<file path="src/rtl/vec_exec_if.sv">
// Operand/result handshake bundle between the decode/execute register
// and the vector execute unit.
interface vec_exec_if #(
    parameter int W = 64
);
    logic         valid_i;
    logic         ready_o;
    logic [2:0]   op_i;
    logic         use_imm_i;
    logic [W-1:0] vecOper1_i;
    logic [W-1:0] vecOper2_i;
    logic [W-1:0] vOperImm_i;
    logic [W-1:0] result_o;
    logic         valid_o;
    logic         result_ready_i;
    logic [1:0]   flags_o;

    modport master (
        output valid_i, op_i, use_imm_i,
        output vecOper1_i, vecOper2_i, vOperImm_i,
        output result_ready_i,
        input  ready_o, result_o, valid_o, flags_o
    );

    modport slave (
        input  valid_i, op_i, use_imm_i,
        input  vecOper1_i, vecOper2_i, vOperImm_i,
        input  result_ready_i,
        output ready_o, result_o, valid_o, flags_o
    );
endinterface

</file>
<file path="src/rtl/vec_exec_unit.sv">
// Multi-beat execute-stage vector ALU: VECT_LANES elements per cycle,
// result and flags held until the consumer takes them.
module vec_exec_unit #(
    parameter int VECT_LANES = 3,
    parameter int VECT_SIZE  = 8,
    parameter int ELEM_SIZE  = 8
) (
    input  logic       clk_i,
    input  logic       rst_i,
    vec_exec_if.slave  bus
);
    localparam int W     = ELEM_SIZE * VECT_SIZE;
    localparam int BEATS = (VECT_SIZE + VECT_LANES - 1) / VECT_LANES;
    localparam int BW    = (BEATS > 1) ? $clog2(BEATS) : 1;
    localparam int SW    = (ELEM_SIZE > 1) ? $clog2(ELEM_SIZE) : 1;
    localparam logic [BW-1:0] BEAT_LAST = BW'(BEATS - 1);

    localparam logic [2:0] OP_XOR   = 3'b000;
    localparam logic [2:0] OP_ADD   = 3'b001;
    localparam logic [2:0] OP_SUB   = 3'b010;
    localparam logic [2:0] OP_ROTL  = 3'b011;
    localparam logic [2:0] OP_ROTR  = 3'b100;
    localparam logic [2:0] OP_PASSA = 3'b101;
    localparam logic [2:0] OP_AND   = 3'b110;
    localparam logic [2:0] OP_OR    = 3'b111;

    typedef enum logic [1:0] {
        IDLE,
        BUSY,
        DONE
    } state_t;

    state_t         state_q;
    logic [W-1:0]   a_q;
    logic [W-1:0]   b_q;
    logic [2:0]     op_q;
    logic [W-1:0]   res_q;
    logic           carry_q;
    logic [BW-1:0]  beat_q;
    logic [1:0]     flags_q;
    logic           valid_q;
    logic           ready_q;

    logic [W-1:0]   res_nxt;
    logic           cy_nxt;
    logic [ELEM_SIZE:0] lane;
    int             e;

    // Returns {carry/borrow, element result}
    function automatic logic [ELEM_SIZE:0] elem_op(
        input logic [2:0]           op,
        input logic [ELEM_SIZE-1:0] a,
        input logic [ELEM_SIZE-1:0] b
    );
        logic [2*ELEM_SIZE-1:0] rot;
        logic [SW-1:0]          sh;
        logic [ELEM_SIZE:0]     r;
        sh  = b[SW-1:0];
        rot = '0;
        r   = '0;
        unique case (op)
            OP_XOR:   r = {1'b0, a ^ b};
            OP_ADD:   r = {1'b0, a} + {1'b0, b};
            OP_SUB:   r = {a < b, a - b};
            OP_ROTL: begin
                rot = {a, a} << sh;
                r   = {1'b0, rot[2*ELEM_SIZE-1:ELEM_SIZE]};
            end
            OP_ROTR: begin
                rot = {a, a} >> sh;
                r   = {1'b0, rot[ELEM_SIZE-1:0]};
            end
            OP_PASSA: r = {1'b0, a};
            OP_AND:   r = {1'b0, a & b};
            OP_OR:    r = {1'b0, a | b};
        endcase
        return r;
    endfunction

    always_comb begin
        res_nxt = res_q;
        cy_nxt  = carry_q;
        lane    = '0;
        e       = 0;
        for (int k = 0; k < VECT_LANES; k++) begin
            e = int'(beat_q) * VECT_LANES + k;
            if (e < VECT_SIZE) begin
                lane = elem_op(op_q,
                               a_q[e*ELEM_SIZE +: ELEM_SIZE],
                               b_q[e*ELEM_SIZE +: ELEM_SIZE]);
                res_nxt[e*ELEM_SIZE +: ELEM_SIZE] = lane[ELEM_SIZE-1:0];
                cy_nxt = cy_nxt | lane[ELEM_SIZE];
            end
        end
    end

    always_ff @(posedge clk_i) begin
        if (rst_i) begin
            state_q <= IDLE;
            a_q     <= '0;
            b_q     <= '0;
            op_q    <= '0;
            res_q   <= '0;
            carry_q <= 1'b0;
            beat_q  <= '0;
            flags_q <= '0;
            valid_q <= 1'b0;
            ready_q <= 1'b1;
        end else begin
            unique case (state_q)
                IDLE: begin
                    if (bus.valid_i && ready_q) begin
                        a_q     <= bus.vecOper1_i;
                        b_q     <= bus.use_imm_i ? bus.vOperImm_i
                                                 : bus.vecOper2_i;
                        op_q    <= bus.op_i;
                        res_q   <= '0;
                        carry_q <= 1'b0;
                        beat_q  <= '0;
                        flags_q <= '0;
                        ready_q <= 1'b0;
                        state_q <= BUSY;
                    end
                end
                BUSY: begin
                    res_q   <= res_nxt;
                    carry_q <= cy_nxt;
                    beat_q  <= beat_q + BW'(1);
                    if (beat_q == BEAT_LAST) begin
                        flags_q <= {cy_nxt, res_nxt == '0};
                        valid_q <= 1'b1;
                        state_q <= DONE;
                    end
                end
                DONE: begin
                    if (bus.result_ready_i) begin
                        valid_q <= 1'b0;
                        ready_q <= 1'b1;
                        state_q <= IDLE;
                    end
                end
                default: begin
                    valid_q <= 1'b0;
                    ready_q <= 1'b1;
                    state_q <= IDLE;
                end
            endcase
        end
    end

    assign bus.ready_o  = ready_q;
    assign bus.valid_o  = valid_q;
    assign bus.result_o = res_q;
    assign bus.flags_o  = flags_q;
endmodule
</file>
<file path="src/flat_wrapper.sv">
// flat-port wrapper written by rule: the top's interface ports become plain ports
module vec_exec_unit_flat 
#(
    parameter int VECT_LANES = 3,
    parameter int VECT_SIZE  = 8,
    parameter int ELEM_SIZE  = 8
)
  (clk_i, rst_i, bus_valid_i, bus_op_i, bus_use_imm_i, bus_vecOper1_i, bus_vecOper2_i, bus_vOperImm_i, bus_result_ready_i, bus_ready_o, bus_result_o, bus_valid_o, bus_flags_o);
  vec_exec_if bus_i ();
  input  logic clk_i;
  input  logic rst_i;
  input wire logic [$bits(bus_i.valid_i)-1:0] bus_valid_i;
  input wire logic [$bits(bus_i.op_i)-1:0] bus_op_i;
  input wire logic [$bits(bus_i.use_imm_i)-1:0] bus_use_imm_i;
  input wire logic [$bits(bus_i.vecOper1_i)-1:0] bus_vecOper1_i;
  input wire logic [$bits(bus_i.vecOper2_i)-1:0] bus_vecOper2_i;
  input wire logic [$bits(bus_i.vOperImm_i)-1:0] bus_vOperImm_i;
  input wire logic [$bits(bus_i.result_ready_i)-1:0] bus_result_ready_i;
  output wire logic [$bits(bus_i.ready_o)-1:0] bus_ready_o;
  output wire logic [$bits(bus_i.result_o)-1:0] bus_result_o;
  output wire logic [$bits(bus_i.valid_o)-1:0] bus_valid_o;
  output wire logic [$bits(bus_i.flags_o)-1:0] bus_flags_o;
  assign bus_i.valid_i = bus_valid_i;
  assign bus_i.op_i = bus_op_i;
  assign bus_i.use_imm_i = bus_use_imm_i;
  assign bus_i.vecOper1_i = bus_vecOper1_i;
  assign bus_i.vecOper2_i = bus_vecOper2_i;
  assign bus_i.vOperImm_i = bus_vOperImm_i;
  assign bus_i.result_ready_i = bus_result_ready_i;
  assign bus_ready_o = bus_i.ready_o;
  assign bus_result_o = bus_i.result_o;
  assign bus_valid_o = bus_i.valid_o;
  assign bus_flags_o = bus_i.flags_o;
  vec_exec_unit #(.VECT_LANES(VECT_LANES), .VECT_SIZE(VECT_SIZE), .ELEM_SIZE(ELEM_SIZE)) u_core (.clk_i(clk_i), .rst_i(rst_i), .bus(bus_i));
endmodule
</file>
<file path="config.mk">
export PLATFORM = sky130hd
export DESIGN_NAME = vec_exec_unit_flat
export DESIGN_NICKNAME = d
export VERILOG_FILES = /design/src/rtl/vec_exec_if.sv /design/src/rtl/vec_exec_unit.sv /design/src/flat_wrapper.sv
export SDC_FILE = /design/constraint.sdc
export NUM_CORES = 1
export LEC_CHECK = 0
export ABC_AREA = 1
export CAP_MARGIN = 15
export CELL_PAD_IN_SITES_DETAIL_PLACEMENT = 0
export CELL_PAD_IN_SITES_GLOBAL_PLACEMENT = 1
export CORE_UTILIZATION = 38
export DETAILED_ROUTE_END_ITERATION = 6
export PLACE_DENSITY = 0.79
export SLEW_MARGIN = 20
export SYNTH_ARGS = -nofsm -noshare
export SYNTH_HDL_FRONTEND = slang
export SYNTH_SLANG_ARGS = --single-unit
</file>
<file path="constraint.sdc">
create_clock -name clk_i -period 14.3 [get_ports clk_i]
set_clock_uncertainty 0.15 [all_clocks]
set_input_delay 2.86 -clock clk_i [delete_from_list [all_inputs] [get_ports clk_i]]
set_output_delay 2.86 -clock clk_i [all_outputs]
set_load 0.005 [all_outputs]
</file>
# Word-level counts from Yosys, hierarchy flattened
# Index checks and enable logic that the tools add are counted.
dict set report op_classes {
  addsub 12
  multipliers 1
  magnitude_cmp 6
  eq_ne 13
  n_shift 18
  n_mux 33
  bitwise_logic 14
  reduce_logical 11
}
# op n
set op_table {}
lappend op_table {{64-bit 2-to-1 mux} 5}
lappend op_table {{64-bit by 32-bit indexed part select with 8-bit output} 4}
lappend op_table {{9-bit one-hot mux with 8 select lines} 3}
lappend op_table {{64-bit bitwise mux} 3}
lappend op_table {{8-bit by 33-bit variable shift with 64-bit output (first input constant)} 3}
lappend op_table {{8-bit by 33-bit indexed part select with 64-bit output} 3}
lappend op_table {{64-bit one-hot mux with 2 select lines} 1}
lappend op_table {{64-bit by 8-bit indexed part select with 8-bit output} 2}
lappend op_table {{32-bit negator with 33-bit output} 2}
lappend op_table {{64-bit zero test} 1}
lappend op_table {{32-bit by 5-bit < comparator with 1-bit output (second input constant)} 2}
lappend op_table {{16-bit by 3-bit << shifter with 16-bit output} 3}
lappend op_table {{16-bit by 3-bit >> shifter with 8-bit output} 3}
lappend op_table {{7-bit negator with 33-bit output} 1}
lappend op_table {{32-bit by 2-bit adder with 32-bit output (second input constant)} 1}
lappend op_table {{32-bit by 3-bit adder with 32-bit output (second input constant)} 1}
lappend op_table {{8-bit by 8-bit adder with 9-bit output} 3}
lappend op_table {{9-bit 2-to-1 mux} 3}
lappend op_table {{8-bit bitwise AND} 3}
lappend op_table {{8-bit < comparator} 3}
lappend op_table {{8-bit bitwise OR} 3}
lappend op_table {{8-bit subtractor} 3}
lappend op_table {{8-bit XOR} 3}
lappend op_table {{3-bit == test (second input constant)} 4}
lappend op_table {{other kinds (23)} 45}
dict set report totals {
  register_bits 204
  input_bits 200
  out_inout_bits 68
  wordCells 118
}

# Longest topological paths before layout
# Gate-level depths: netlist of run 1.
dict set report logic_depth {
  word_depth 15
  mapped_depth 45
  ltp_nobuf 38
}

# Least setup slack after synthesis of run 1
# No wires, ideal clock.
dict set report synth_timing {
  kind {flip-flop to flip-flop}
  from {reg u_core.beat_q[0]}
  to {reg u_core.flags_q[0] (netlist: u_core.bus.flags_o[0])}
  setup_ns 0.070
  arrival_time_ns 5.089
  setup_slack_ns 8.991
  stages_incl_launch_ff 39
  n_path_buf 9
  period_less_slack_ns 5.309
  cell_sequence {dfxtp_1 > buf_6 > inv_6 > buf_6 > buf_6 > clkbuf_1 > buf_1 > ha_1 > buf_6 > buf_4 > clkbuf_1 > buf_1 > o21ai_0 > a211oi_1 > nor2_1 > inv_1 > ha_1 > inv_1 > [3 not listed] > nand2_1 > a21oi_1 > or2_2 > nand2_1 > nor2_1 > nor2_1 > nand3_1 > nand3_1 > nor2_1 > nand2_1 > nand2_1 > a21oi_1 > nand2_1 > nor2_1 > nand2_1 > nor2_1 > nand3_1 > a21oi_1}
}
dict set report synth_between {
  elab_chain_len 15
  elab_cells_between_ends 60
  classes_between {add/sub (11); mul (1); order compare (3); eq/ne (2); shift (18); mux (14); bitwise (9); reduce/logical (2)}
}
# item line
set synth_lines {}
lappend synth_lines {{from (decl)} vec_exec_unit.sv:39} ;# logic [BW-1:0] beat_q;
lappend synth_lines {{from (signal assigned)} vec_exec_unit.sv:128} ;# beat_q <= beat_q + BW'(1);
lappend synth_lines {{branches (longest 15 deep; another with 32-bit by 2-bit adder with 32-bit output)} -}
lappend synth_lines {{to (signal assigned)} vec_exec_unit.sv:130} ;# flags_q <= {cy_nxt, res_nxt == '0};
lappend synth_lines {{to (decl)} vec_exec_unit.sv:40} ;# logic [1:0] flags_q;
# Parallel ways; which one is timed is not known. The select of a mux whose other input is x is not followed.
# A chain may end at the register's enable or synchronous reset.

# Worst setup path in the final report of run 1
dict set report layout_timing {
  from {reg u_core.beat_q[1]}
  to {reg u_core.flags_q[0] (netlist: u_core.bus.flags_o[0])}
}
# The elaborated chain is that of the path after synthesis.

==> metrics.yaml, run 1 <==
run_status:
  status: "finished clean"
cts:
  holdBufCountCts: 0
  cts_tree: "done"
  cts_max_path_buffers: 3
  clock_sinks: 204
  postCtsSetupRepairBufs: 0
  insertion_delay_ns: 0.56
  path_clk_slew_ns: 0.06
  cts.repair.resized: 0
  cts_buffers: 24
  htreeDepth: 1
  cts_root_buffer: "clkbuf_16"
hold_path:
  min_to: "u_core.carry_q$_SDFFE_PP0P_"
  worst_hold_path.num_cells: 2
  hp-class: "flop to flop"
  hp-start: "u_core.carry_q$_SDFFE_PP0P_"
final_layout:
  drive_gt1_share_pct: 3.85
  fin_util_pct: 46.6
  fillers: 4884
  multi_input_area_mm2: 0.0117
  fin_nets: 3498
  most-common-layout-cells: "nand2_1, nand3_1, a21oi_1"
  final_common_cell: "nand2_1"
  n_antenna_cell: 0
  ff_latch_area_mm2: 0.00409
  area_growth_pct: 20.0
worst_setup_path:
  required_ns: 14.64
  cp_max_fo: 42
  crit_top_cell: "nand2_1"
  cp.arrival_ns: 8.27
  r2r_end: "u_core.bus.flags_o[0]$_SDFFE_PP0P_"
  criticalPathCategory: "flop to flop"
  slowest_delay_ns: 0.99
  crit_path_end_kind: "flop"
  startpoint_type: "flop"
  r2r_cells: 33
  cp_slowest_cell: "ha_1"
  ff2ff_setup_slack_ns: 6.36
  r2r_start: "u_core.beat_q[1]$_SDFFE_PP0P_"
timing:
  fin_hold_ws_ns: 0.315
  hold_violations: 0
  finalWorstSetupSlack_ns: 6.36
  finalSetupViolations: 0
  report.final.slew_viol_count: 0
  worstMarginPinSlew_ns: 1.21
  max_freq_ghz: 0.126
  min_period_over_period_pct: 55.5
  rsz0062_at_grt: "no"
  fin_tns_setup_ns: 0
  period_minus_slack_ns: 7.94
  max_slew_margin_pct: 19.0
detailed_routing:
  drc: 0
  finalWirelength_mm: 84.5
  num_vias: 21899
  antenna_left: 0
  drt_first_iter_violations: 2551
  firstDrtPassIters: 6
  vias_per_cell: 5.73
  wl_per_cell_um: 22.1
pwr:
  power_mw: 2.67
  p_sw_mw: 1.30
  power_frac_seq_pct: 24.9
  power.density_mw_per_mm2: 125
  leakage_nw: 9.31
  swShare_pct: 48.8
  clkPwrFrac_pct: 22.3
  ir_worst_vdd_v: 0.0000877
  power.internal_mw: 1.37
  pwr-share-comb_pct: 52.8
grt:
  grt_use_total_pct: 34.8
  grt_pass1_wl_mm: 125
  antenna_found_initial: 2
  grt-ovfl-total: 0
  grt_pass1_vias: 20312
  grt_max_degree: 129
flow_run:
  drv_cap: 0
floorplan:
  die_y_um: 218
  dieArea_mm2: 0.0476
  placementRows: 78
  start_util_pct: 38.8
  die_x_um: 218
  core_region_area_mm2: 0.0458
  num_io_pins: 268
logic_synthesis:
  async_flop_share_pct: 0
  ys_seq_elements: 204
  synth_seq_area_share_pct: 23.0
  synthFlopType: "dfxtp_1"
  synth_nets: 3356
  synth_area_mm2: 0.0178
  yosysUniqueCellTypes: 55
  synthCells: 3066
  ys_warn_count: 0
  syn_area_per_cell_um2: 5.79
  synth_edf_count: 0
place:
  port_buffers: 267
  dp.final_hpwl_mm: 66.3
  post-place-ws_ns: 6.67
  routabilityCongestion: 1.03
## logic make-up after synthesis
family	share of synthesized area (%)
buffers and inverters	11.5
AND/OR/NAND/NOR	38.5
adder cells (fa/ha/maj)	6.59
XOR/XNOR	0.0986
flip-flops	23.0
AO/OA/AOI/OAI	20.3
## metrics by stage
stage | cell area, um^2 | instances
after CTS | 21300 | 3822
after detailed placement | 20600 | 3782
final | 21300 | 3822
after floorplan | 17800 | 3066
after global placement | 20600 | 3782
after global routing | 21300 | 3822
## flip-flops by register name, indices dropped and copies added, names as in the netlist
register / cells
u_core.bus.ready_o: 1
u_core.bus.flags_o: 2
u_core.beat_q: 2
u_core.state_q: 2
u_core.bus.valid_o: 1
u_core.op_q: 3
u_core.carry_q: 1
u_core.a_q: 64
u_core.b_q: 64
u_core.bus.result_o: 64
## synthesized netlist by cell type, types with 15 or more instances
master,count,area (um^2)
buf_1,20,75.1
a21oi_1,324,1620
o21ai_1,15,75.1
buf_2,21,105
o21ai_0,242,1210
clkbuf_1,105,394
nand3_1,405,2030
inv_1,297,1110
nor2_1,313,1170
buf_4,16,120
dfxtp_1,204,4080
nand2_1,778,2920
nand4_1,40,250
nor3_1,27,135
o22ai_1,16,100
ha_1,84,1050
## cell type report
type                       count  share of cell area, %
multi-input combinational   2367                   54.7
sequential                   204                   19.2
timing repair buffer         291                   13.4
inverter                     320                   5.69
tap                          600                   3.52
clock buffer                  31                   3.04
clock inverter                 9                  0.464
## worst max-delay path by stage
| stage | startpoint | end | slack (ns) | cells past startpoint |
|---|---|---|---|---|
| final | u_core.beat_q[1]$_SDFFE_PP0P_ | u_core.bus.flags_o[0]$_SDFFE_PP0P_ | 6.36 | 33 |
| after floorplan | u_core.beat_q[0]$_SDFFE_PP0P_ | u_core.bus.flags_o[0]$_SDFFE_PP0P_ | 8.99 | 38 |
| after detailed placement | u_core.beat_q[1]$_SDFFE_PP0P_ | u_core.bus.flags_o[0]$_SDFFE_PP0P_ | 6.67 | 33 |
| after global placement | u_core.beat_q[1]$_SDFFE_PP0P_ | u_core.bus.flags_o[0]$_SDFFE_PP0P_ | 6.76 | 33 |
| after global routing | u_core.beat_q[1]$_SDFFE_PP0P_ | u_core.bus.flags_o[0]$_SDFFE_PP0P_ | 5.86 | 33 |
| after CTS | u_core.beat_q[1]$_SDFFE_PP0P_ | u_core.bus.flags_o[0]$_SDFFE_PP0P_ | 6.65 | 33 |
## routing by layer
metal  global-route usage (%)  up-vias  part of all wire [%]
met5                        0        -                 0.031
li1                         -    10410                     -
met1                     49.1    10277                    45
met4                     9.86        4                   3.0
met3                     7.89      117                    10
met2                     52.3     1091                    42
## power groups by stage
| stage | logic, mW | registers, mW | clock network, mW |
|---|---|---|---|
| 6_report | 1.41 | 0.665 | 0.596 |
| 5_1_grt | 1.53 | 0.669 | 0.623 |
| 4_1_cts | 1.36 | 0.663 | 0.607 |
| 3_5_place_dp | 1.36 | 0.675 | 0 |
| 3_3_place_gp | 1.36 | 0.673 | 0 |
| 2_1_floorplan | 0.894 | 0.655 | 0 |
## critical path, delay by kind of cell (launching register included)
kind	cells	cell delay [ns]
AND/OR/NAND/NOR	21	2.29
buffers and inverters	5	1.96
adder cells (fa/ha/maj)	2	1.48
AO/OA/AOI/OAI	5	1.16
flip-flops	1	0.72
Note: power is estimated with default switching activity, not from simulation.
==> run 2, diff against run 1 <==
- clock period: 14.3 -> 7.8 ns (I/O delays scaled with it)
==> metrics.yaml, run 2 (synthesis gave the netlist of run 1 again) <==
worst_setup_path:
  slowest_delay_ns: 0.92  # -0.07 ns
  cp.arrival_ns: 7.02  # -1.25 ns
  ff2ff_setup_slack_ns: 1.05  # -5.31 ns
  required_ns: 8.07  # -6.57 ns
  cp_slowest_cell: "ha_1"
  criticalPathCategory: "flop to flop"
  cp_max_fo: 31  # -26%
  crit_path_end_kind: "flop"
  crit_top_cell: "nand2_1"
  startpoint_type: "flop"
floorplan:
  num_io_pins: 268  # unchanged
  core_region_area_mm2: 0.0458  # unchanged
  start_util_pct: 38.8  # unchanged
  placementRows: 78  # unchanged
  die_y_um: 218  # unchanged
  die_x_um: 218  # unchanged
  dieArea_mm2: 0.0476  # unchanged
pwr:
  power_frac_seq_pct: 24.6  # -0.3 points
  power_mw: 4.94  # +85%
  pwr-share-comb_pct: 52.8  # about the same
  power.density_mw_per_mm2: 230  # +84%
  clkPwrFrac_pct: 22.7  # +0.4 points
  leakage_nw: 9.39  # +0.81%
  ir_worst_vdd_v: 0.000163  # +86%
  p_sw_mw: 2.42  # +85%
  power.internal_mw: 2.52  # +85%
  swShare_pct: 48.9  # +0.12 points
grt:
  grt_max_degree: 136  # +5.4%
  grt_use_total_pct: 34.5  # -0.29 points
  grt-ovfl-total: 0  # unchanged
  grt_pass1_vias: 20021  # -1.4%
  antenna_found_initial: 4  # +2
  grt_pass1_wl_mm: 125  # -0.58%
detailed_routing:
  drt_first_iter_violations: 2696  # +5.7%
  wl_per_cell_um: 22.0  # -0.62%
  firstDrtPassIters: 7  # +1
  drc: 3  # +3
  num_vias: 21994  # +0.43%
  antenna_left: 0  # unchanged
  finalWirelength_mm: 84.3  # -0.25%
  vias_per_cell: 5.73  # about the same
final_layout:
  drive_gt1_share_pct: 4.33  # +0.48 points
  most-common-layout-cells: "nand2_1, nand3_1, a21oi_1"
  area_growth_pct: 20.6
  fin_nets: 3511  # +0.37%
  final_common_cell: "nand2_1"
  n_antenna_cell: 0  # unchanged
  fillers: 4896  # +0.25%
  fin_util_pct: 46.8  # +0.25 points
  finalInstanceArea_mm2: 0.0214  # +0.55%
timing:
  worstMarginPinSlew_ns: 1.20  # -0.00639 ns
  report.final.slew_viol_count: 0  # unchanged
  min_period_over_period_pct: 86.5  # +31 points
  finalWorstSetupSlack_ns: 1.05  # -5.31 ns
  rsz0062_at_grt: "no"
  max_slew_margin_pct: 19.4  # +0.43 points
  period_minus_slack_ns: 6.75  # -1.19 ns
  finalSetupViolations: 0  # unchanged
  hold_violations: 0  # unchanged
  fin_tns_setup_ns: 0  # unchanged
  max_freq_ghz: 0.148  # +18%
run_status:
  violations: "design-rule violations"
  status: "finished, violations left"
cts:
  cts_buffers: 24  # unchanged
  cts_tree: "done"
  path_clk_slew_ns: 0.07  # about the same
  insertion_delay_ns: 0.59  # +0.03 ns
  holdBufCountCts: 0  # unchanged
  htreeDepth: 1  # unchanged
  cts_max_path_buffers: 3  # unchanged
  cts.repair.resized: 0  # unchanged
  postCtsSetupRepairBufs: 0  # unchanged
  cts_root_buffer: "clkbuf_16"
  clock_sinks: 204  # unchanged
place:
  placed_area_mm2: 0.0207  # +0.47%
  port_buffers: 267  # unchanged
  routabilityCongestion: 1.08  # +4.6%
  dp.final_hpwl_mm: 65.6  # -1.0%
  post-place-ws_ns: 1.32  # -5.35 ns
flow_run:
  drv_cap: 0  # unchanged
hold_path:
  hp-class: "flop to flop"
==> run 2: cell count changes in the layout (fill, tap and decap cells not counted), sizes merged <==
cell	previous run	this run
bufinv	1	0
clkbuf	31	32
buf	26	39
clkinvlp	0	1
==> run 2: worst paths after layout <==
kind	startpoint	to	cells past startpoint
hold / removal	u_core.a_q[9]$_SDFFE_PP0P_	u_core.a_q[9]$_SDFFE_PP0P_	2
setup reg to reg	u_core.beat_q[0]$_SDFFE_PP0P_	u_core.bus.flags_o[0]$_SDFFE_PP0P_	33
setup / recovery	u_core.beat_q[0]$_SDFFE_PP0P_	u_core.bus.flags_o[0]$_SDFFE_PP0P_	33
hold reg to reg	u_core.a_q[9]$_SDFFE_PP0P_	u_core.a_q[9]$_SDFFE_PP0P_	2
==> run 2: worst max-delay path, delay by kind of cell, from the launching register on <==
kind,cells,cell delay [ns]
compound gates,3,0.47
fa+ha+maj,2,1.32
buf+inv,5,1.04
flops,1,0.62
simple gates,23,2.94
==> run 2: final cells by class <==
| class | instances | area, um^2 | area share [%] |
|---|---|---|---|
| clock buffer | 32 | 692 | 3.23 |
| clock inverter | 9 | 76.3 | 0.356 |
| inverter | 320 | 1210 | 5.66 |
| multi-input combinational | 2367 | 11700 | 54.4 |
| sequential | 204 | 4090 | 19.1 |
| tap | 600 | 751 | 3.50 |
| timing repair buffer | 304 | 2950 | 13.8 |
==> run 2: power groups by stage <==
stage / combinational, mW / clock (mW) / sequential, mW
finish: 2.61 / 1.12 / 1.21
CTS: 2.51 / 1.14 / 1.21
global placement: 2.51 / 0 / 1.23
global route: 2.82 / 1.18 / 1.22
detailed placement: 2.50 / 0 / 1.23
floorplan: 1.64 / 0 / 1.20
==> run 2: through the flow <==
stage,hold slack (ns),cells
finish,0.321,3836
global route,0.339,3836
CTS,0.324,3836
detailed placement,0.315,3795
global placement,0.301,3795
floorplan,0.279,3066
==> run 2: per-layer routing <==
layer / global-route usage, % / wire (um) / vias up
met3: 6.60 / 7470 / 158
li1: - / - / 10443
met1: 50.1 / 38800 / 10302
met5: 0 / 35 / -
met2: 50.0 / 34800 / 1085
met4: 12.2 / 3190 / 6
==> variant: new RTL, settings of run 1 <==
`VECT_LANES` is set to 3 in 2 places; all go to 6.
--- a/src/rtl/vec_exec_unit.sv
+++ b/src/rtl/vec_exec_unit.sv
@@ -1,7 +1,7 @@
 // Multi-beat execute-stage vector ALU: VECT_LANES elements per cycle,
 // result and flags held until the consumer takes them.
 module vec_exec_unit #(
-    parameter int VECT_LANES = 3,
+    parameter int VECT_LANES = 6,
     parameter int VECT_SIZE  = 8,
     parameter int ELEM_SIZE  = 8
 ) (
--- a/src/flat_wrapper.sv
+++ b/src/flat_wrapper.sv
@@ -1,7 +1,7 @@
 // flat-port wrapper written by rule: the top's interface ports become plain ports
 module vec_exec_unit_flat 
 #(
-    parameter int VECT_LANES = 3,
+    parameter int VECT_LANES = 6,
     parameter int VECT_SIZE  = 8,
     parameter int ELEM_SIZE  = 8
 )
Check against the original RTL: not equivalent (a bounded check fails within 4 cycles, from zero or initial values and one cycle with rst_i high).
==> variant against run 1 <==
  * The run now ends with design-rule violations left
  * Sequential cell count shrank 1
  * Area after synthesis grew 12%
  * Maximum frequency grew 44%
  * Clock power grew 11%
  * Total power grew 3.2%
  * Routed wire length shrank 2.0%
  * Design area grew 11%
  * Die area grew 12%
  * Setup slack gained 2.4 ns
  * Critical path type unchanged
  * Largest cell class unchanged
==> variant: results (changes against run 1) <==
[yosys]
synth_nets = 3805  ; +13%
synthFlopType = dfxtp_1
synthTopCellsByCount = nand2_1 (786), nand3_1 (538), nor2_1 (389)
synthTopCellsByArea = dfxtp_1 (20%), nand2_1 (15%), nand3_1 (13%), ha_1 (9.2%), a21oi_1 (7.5%)
async_reset_ff_frac = 0  ; unchanged
synth_cell_types = 43  ; -22%
synth-seq-area-share = 0.204  ; -0.0262
yosys_warnings = 0  ; unchanged

[placement]
dp_hpwl_microns = 61300  ; -7.6%
io_buffer_count = 267  ; unchanged
place.gp.congestion = 0.918  ; -11%
placed_cell_area_sq_mm = 0.0228  ; +11%
preCtsSetupSlack_ns = 8.49  ; +1.82 ns

[grt]
antenna_found_initial = 0  ; -2
track_usage = 0.302  ; -0.0456
grt_pass1_wl_microns = 127000  ; +1.0%
grt_start_max_net_pins = 122  ; -5.4%
grt_pass1_vias = 21800  ; +7.4%

[critical_path]
worst-endpoint-arrival_ns = 5.85  ; -2.42 ns
reg2reg_depth = 22  ; -33%
cp_slowest_cell = buf_4
rr_startpoint = u_core.beat_q
r2r_end = u_core.bus.flags_o[0]
critPathMaxFanout = 72  ; +71%
cpPeakStageDelay_ns = 0.68  ; -0.31 ns
reg2reg_slack_ns = 8.79  ; +2.43 ns

[clock_tree]
cts-root-buf = clkbuf_16
cts_resized = 0  ; unchanged
post_cts_buffers = 0  ; unchanged
path_clk_slew_ns = 0.06  ; about the same
cts_made_buffers = 26  ; +8.3%
ctsHtreeMaxLevel = 1  ; unchanged
cts.path.max_buffers = 3  ; unchanged
clk_latency_ns = 0.57

[final_layout]
fin_nets = 3926  ; +12%
drive_gt1_frac = 0.0454  ; +0.00694
antennaDiodeCount = 0  ; unchanged

[route]
vias = 23600  ; +7.9%
drc = 1  ; +1
routedWlPerCell_microns = 19.4  ; -12%
drtIter0Drc = 1968  ; -23%
drt_first_pass_iters = 7  ; +1

[status]
outcome = complete, but fails checks
violations = design-rule violations

[hold_path]
hold_path.class = flop to flop
hold_end = u_core.bus.flags_o[1]
worstHoldStart = u_core.bus.flags_o[1]
whs_path_depth = 2  ; unchanged

[job]
cap_violations = 0  ; unchanged

[pwr]
p_int_w = 0.00146  ; +7.0%
p_leak_nw = 11.1  ; +19%
ir_drop_uv = 81.2  ; -7.4%

[sta]
relSlewSlack = 0.265  ; +0.0750
hold_ws_ns = 0.322  ; +0.00691 ns
slew_viol_final = 0  ; unchanged

variant: kinds of logic after synthesis:
group           synth area share
simple gates               0.396
compound gates             0.186
buf+inv                    0.111
flops                      0.204
fa+ha+maj                  0.104
variant: layer usage:
metal | share of wire | GRT usage
met1 | 0.47 | 0.433
met2 | 0.43 | 0.478
met3 | 0.071 | 0.0349
met4 | 0.022 | 0.0722
met5 | 0 | 0
variant: power by group through the flow:
stage | sequential (W) | clock (W) | combinational (W)
5_1_grt | 0.000689 | 0.000693 | 0.00157
3_5_place_dp | 0.000694 | 0 | 0.00138
2_1_floorplan | 0.000668 | 0 | 0.000943
6_report | 0.000683 | 0.000660 | 0.00141
4_1_cts | 0.000682 | 0.000674 | 0.00139
3_3_place_gp | 0.000694 | 0 | 0.00137
variant: worst max-delay path by stage:
stage,startpoint,to,slack [ns],depth (start not counted)
5_1_grt,u_core.beat_q,u_core.bus.flags_o[0],8.22,22
4_1_cts,u_core.beat_q,u_core.bus.flags_o[0],8.83,22
2_1_floorplan,bus_valid_i,u_core.bus.result_o[63],10.03,7
3_3_place_gp,bus_valid_i,u_core.b_q[0],8.62,6
6_report,u_core.beat_q,u_core.bus.flags_o[0],8.79,22
3_5_place_dp,bus_valid_i,u_core.b_q[2],8.49,6
variant: worst max-delay path: cells and delay by family (launching register included):
kind / cells / cell delay, ns
fa+ha+maj: 1 / 0.51
flops: 1 / 0.52
buf+inv: 4 / 2.07
compound gates: 2 / 0.43
simple gates: 15 / 1.69
variant: final cells by class:
cell class | count | area (sq um)
clock buffer | 38 | 787
clock inverter | 10 | 66.3
fill | 5596 | 27900
inverter | 361 | 1370
multi-input combinational | 2686 | 13700
sequential | 203 | 4070
tap | 680 | 851
timing repair buffer | 290 | 2860
variant: stage by stage:
stage	cells	utilization
after floorplan	3447	-
final	4268	0.460
after detailed placement	4219	0.442
after global placement	4219	0.442
after global routing	4268	0.460
after CTS	4267	0.459
